File: src/rtl/serial_cmp_ctrl.sv
// MSB-first serial magnitude-compare sequencer: latches A/B, steps one bit per clock, drives (y,z).
// Define SCMP_EARLY_EXIT_EN to stop at the first differing bit; otherwise all WIDTH bits are stepped.
module serial_cmp_ctrl #(
  parameter int WIDTH = 3,
  parameter int IDXW  = $clog2(WIDTH)
) (
  input  logic             clk,
  input  logic             rst_n,
  input  logic             start,
  input  logic [WIDTH-1:0] a,
  input  logic [WIDTH-1:0] b,
  output logic             busy,
  output logic             done,
  output logic             a_gt_b,
  output logic             a_lt_b,
  output logic             a_eq_b,
  output logic             y,
  output logic             z,
  output logic [IDXW-1:0]  bit_idx
);

`ifdef SCMP_EARLY_EXIT_EN
  localparam bit EarlyExit = 1'b1;
`else
  localparam bit EarlyExit = 1'b0;
`endif

  typedef enum logic {IDLE, SCAN} state_e;

  localparam logic [1:0] CODE_IDLE = 2'b00;
  localparam logic [1:0] CODE_EQ   = 2'b01;
  localparam logic [1:0] CODE_GT   = 2'b10;
  localparam logic [1:0] CODE_LT   = 2'b11;

  state_e           state_q, state_d;
  logic [WIDTH-1:0] a_q, a_d, b_q, b_d;
  logic [IDXW-1:0]  idx_q, idx_d;
  logic [1:0]       code_q, code_d;
  logic             busy_q, busy_d, done_q, done_d;
  logic             gt_q, gt_d, lt_q, lt_d, eq_q, eq_d;

  logic             a_bit, b_bit, finish;
  logic [1:0]       bit_code;

  // NOTE: every always_comb output gets a default first, so no path can infer a latch.
  always_comb begin
    state_d = state_q;
    a_d     = a_q;
    b_d     = b_q;
    idx_d   = idx_q;
    code_d  = code_q;
    busy_d  = busy_q;
    done_d  = 1'b0;
    gt_d    = gt_q;
    lt_d    = lt_q;
    eq_d    = eq_q;

    a_bit  = a_q[idx_q];
    b_bit  = b_q[idx_q];
    finish = 1'b0;

    // Once a difference has been seen (non-early-exit build), the code is frozen.
    if (code_q != CODE_EQ)   bit_code = code_q;
    else if (a_bit & ~b_bit) bit_code = CODE_GT;
    else if (~a_bit & b_bit) bit_code = CODE_LT;
    else                     bit_code = CODE_EQ;

    case (state_q)
      IDLE: begin
        if (start) begin
          a_d     = a;
          b_d     = b;
          idx_d   = IDXW'(WIDTH - 1);
          code_d  = CODE_EQ;
          busy_d  = 1'b1;
          gt_d    = 1'b0;
          lt_d    = 1'b0;
          eq_d    = 1'b0;
          state_d = SCAN;
        end
      end
      SCAN: begin
        code_d = bit_code;
        finish = (idx_q == '0) || (EarlyExit && (bit_code != CODE_EQ));
        if (finish) begin
          done_d  = 1'b1;
          busy_d  = 1'b0;
          gt_d    = (bit_code == CODE_GT);
          lt_d    = (bit_code == CODE_LT);
          eq_d    = (bit_code == CODE_EQ);
          state_d = IDLE;
        end else begin
          idx_d = idx_q - IDXW'(1);
        end
      end
      default: state_d = IDLE;
    endcase
  end

  // NOTE: sequential state uses non-blocking assignments so all flops update together at the edge.
  always_ff @(posedge clk or negedge rst_n) begin
    if (!rst_n) begin
      state_q <= IDLE;
      a_q     <= '0;
      b_q     <= '0;
      idx_q   <= '0;
      code_q  <= CODE_IDLE;
      busy_q  <= 1'b0;
      done_q  <= 1'b0;
      gt_q    <= 1'b0;
      lt_q    <= 1'b0;
      eq_q    <= 1'b0;
    end else begin
      state_q <= state_d;
      a_q     <= a_d;
      b_q     <= b_d;
      idx_q   <= idx_d;
      code_q  <= code_d;
      busy_q  <= busy_d;
      done_q  <= done_d;
      gt_q    <= gt_d;
      lt_q    <= lt_d;
      eq_q    <= eq_d;
    end
  end

  assign busy    = busy_q;
  assign done    = done_q;
  assign a_gt_b  = gt_q;
  assign a_lt_b  = lt_q;
  assign a_eq_b  = eq_q;
  assign y       = code_q[1];
  assign z       = code_q[0];
  assign bit_idx = idx_q;

endmodule
File: config.mk
export PLATFORM = sky130hd
export DESIGN_NAME = serial_cmp_ctrl
export DESIGN_NICKNAME = d
export VERILOG_FILES = /design/src/rtl/serial_cmp_ctrl.sv
export SDC_FILE = /design/constraint.sdc
export NUM_CORES = 1
export LEC_CHECK = 0
export CAP_MARGIN = 20
export CORE_MARGIN = 2
export CORE_UTILIZATION = 50
export CTS_CLUSTER_DIAMETER = 200
export DETAILED_ROUTE_END_ITERATION = 7
export PLACE_DENSITY_LB_ADDON = 0.25
export SETUP_SLACK_MARGIN = 0.2
export SYNTH_ARGS = -nofsm -noshare
export SYNTH_HDL_FRONTEND = slang
export SYNTH_SLANG_ARGS = --single-unit
File: constraint.sdc
create_clock -name clk -period 3.35 [get_ports clk]
set_clock_uncertainty 0.05 [all_clocks]
set_input_delay 0.67 -clock clk [delete_from_list [all_inputs] [get_ports clk]]
set_output_delay 0.67 -clock clk [all_outputs]
set_load 0.02 [all_outputs]
==> flow_metrics.tcl <==
set metrics [dict create \
    initial_core_util_pct 55.16 \
    dpl.hpwl_microns 1040 \
    path_class "reg2out" \
    die_area_sq_um 1794 \
    drt_iter0_markers 12 \
    final-setup-viol-count 0 \
    finalHoldViolCount 0 \
    grt-ovfl-total 0 \
    drv_slew 0 \
    min_path_type "reg2reg" \
    grt_pass1_vias 561 \
    critPathSlowestCell "clkdlybuf4s50_1" \
    dieWidth_microns 42.36 \
    slew_headroom_pct 54.02 \
    fin_crit_sh_pct 64.54 \
    cts_setup_buffers 0 \
    clk_pin_slew_worst_paths_ps 90 \
    gp_congestion 0.8610 \
    path_cells "clkdlybuf4s50_1" \
    crit_buf_inv 1 \
    htreeDepth 1 \
    post-route-util_pct 71.20 \
    tns_ps 0 \
    required_ps 2630 \
    n_antenna_cell 0 \
    ys_types 24 \
    synth_nets 90 \
    wl_per_cell_microns 12.01 \
    grt_max_degree 17 \
    critical-path-top-delay-family "buffers and inverters" \
    startpoint_type "flop" \
    ys_seq_area_share_pct 54.42 \
    die_h_microns 42.36 \
    synth_area_leaders "dfrtp_1 (54%), nand2_1 (11%), o21ai_1 (4.8%)" \
    via_count 619 \
    grt_util_all_layers_pct 17.82 \
    core_area_sq_um 1334 \
    cp-end-kind "primary output" \
    cts_hold_buffers 0 \
    p_leak_nw 0.4514 \
    synth-edff-count 0 \
    pin_count 18 \
    tightest_slew_ps 687.6 \
    avgSynthCellArea_sq_um 9.313 \
    fin_hold_ws_ps 436.8 \
    wl_microns 1357 \
    cp.arrival_ps 1440 \
    ant_nets 0 \
    fmax_mhz 462.5 \
    cp_max_fo 6 \
    portBuffers 17 \
    async_flop_share_pct 100.0 \
    drv_cap 0 \
    vias_per_cell 5.478 \
    root_buffer "clkbuf_4" \
    first_pass_iters 4 \
    final_cell_area_sq_um 949.7 \
    cts.sinks 16 \
    synth_top_area_cell "dfrtp_1" \
    cts_buffer_depth 2 \
    cts_tree "built" \
    worst_path_largest_cell_delay_ps 660 \
    grt_setup_unrepaired "false" \
    synthFlopType "dfrtp_1" \
    dpl_cell_area_sq_um 913.4 \
    area_growth_syn_to_layout_pct 29.08 \
    rows 13 \
    clock_latency_ps 280 \
    synth-seq-cells 16 \
    grt_pass1_wl_microns 2380 \
    final_cells 113 \
    antenna_found_initial 0 \
    drive_above_1_share_pct 8.163 \
    placed_cells 109 \
    fin_crit_ps 2162 \
    ys_warn_count 0 \
    status "finished, final reports clean" \
    power_density_nw_per_um2 1027 \
    num-nets-final 110 \
    drc_errors 0 \
    cts_buffers 3 \
    post_cts_resize_count 0 \
    synth_cells 79 \
    synth_top_area_share_pct 54.42 \
    peakVddDrop_uv 604.9 \
    synth_area_sq_um 735.7 \
]
==> synthesized netlist by cell type (2+ instances only) <==
master and count:
dfrtp_1 16, ha_1 2, inv_1 4, inv_2 2, mux2i_1 2, nand2_1 21
nand3_1 2, nor2_1 5, nor2b_1 2, o21ai_0 2, o21ai_1 7, o22ai_1 2
==> logic make-up after synthesis <==
family / after synthesis / synth area share (%)
flops: 16 / 54.42
simple gates: 34 / 19.73
compound gates: 15 / 11.91
xor+xnor: 1 / 1.191
fa+ha+maj: 2 / 3.401
mux: 3 / 4.761
buf+inv: 8 / 4.592
==> path summary, 6_finish.rpt <==
| path | from | slack (ps) | end | cells after the start |
|---|---|---|---|---|
| min in group asynchronous | rst_n | 750 | state_q | 1 |
| worst min register to register | a_q[1] | 440 | a_q[1] | 2 |
| worst max-delay path | bit_idx[1] | 1190 | bit_idx[1] | 1 |
| worst min-delay path | a_q[1] | 440 | a_q[1] | 2 |
| max in group asynchronous | rst_n | 2070 | a_q[0] | 1 |
| worst max register to register | bit_idx[1] | 1640 | a_gt_b | 7 |
==> where the power goes <==
part | total, mW | leakage, nW | internal, mW | switching, mW
registers | 0.370 | 0.193 | 0.284 | 0.0863
clock network | 0.127 | 0.0210 | 0.0661 | 0.0608
logic | 0.478 | 0.238 | 0.234 | 0.244
==> layout make-up <==
type                    instances  area, sq um
clock buffers                   4        36.28
fillers                        99        384.1
inverters                       6        22.52
multi-input cells              55        301.5
flip-flops and latches         16        400.4
well taps                      15        18.77
repair buffers                 17        170.2
==> per-stage QoR <==
stage	power [mW]	worst slack, ps
4_1_cts	0.9809	1185
3_5_place_dp	0.8562	1442
5_1_grt	1.056	1116
3_3_place_gp	0.8395	1480
6_report	0.9755	1188
2_1_floorplan	0.6824	1707
==> sequential cells by signal, summed over array words and instances (netlist names) <==
signal and count:
a_q 3, b_q 3, bit_idx 2, code_q 2
a_eq_b 1, a_gt_b 1, a_lt_b 1, busy 1
done 1, state_q 1
==> routing by layer <==
layer	global-route usage (%)	routed length, microns	up-vias
li1	-	-	299
met1	23.90	634	293
met2	25.54	619	23
met3	6.466	85	4
met4	8.125	18	0
met5	0	0	-
==> cells in the final DEF (no fill, tap or decap), types with 2 or more instances in the layout <==
| cell | count |
|---|---|
| o21ai_0 | 2 |
| o21ai_1 | 7 |
| clkbuf_4 | 3 |
| nand2_1 | 21 |
| inv_2 | 2 |
| nand3_1 | 2 |
| clkdlybuf4s50_1 | 17 |
| inv_1 | 4 |
| nor2b_1 | 2 |
| o22ai_1 | 2 |
| dfrtp_1 | 16 |
| mux2i_1 | 2 |
| ha_1 | 2 |
| nor2_1 | 5 |
(Power assumes the default switching activity.)
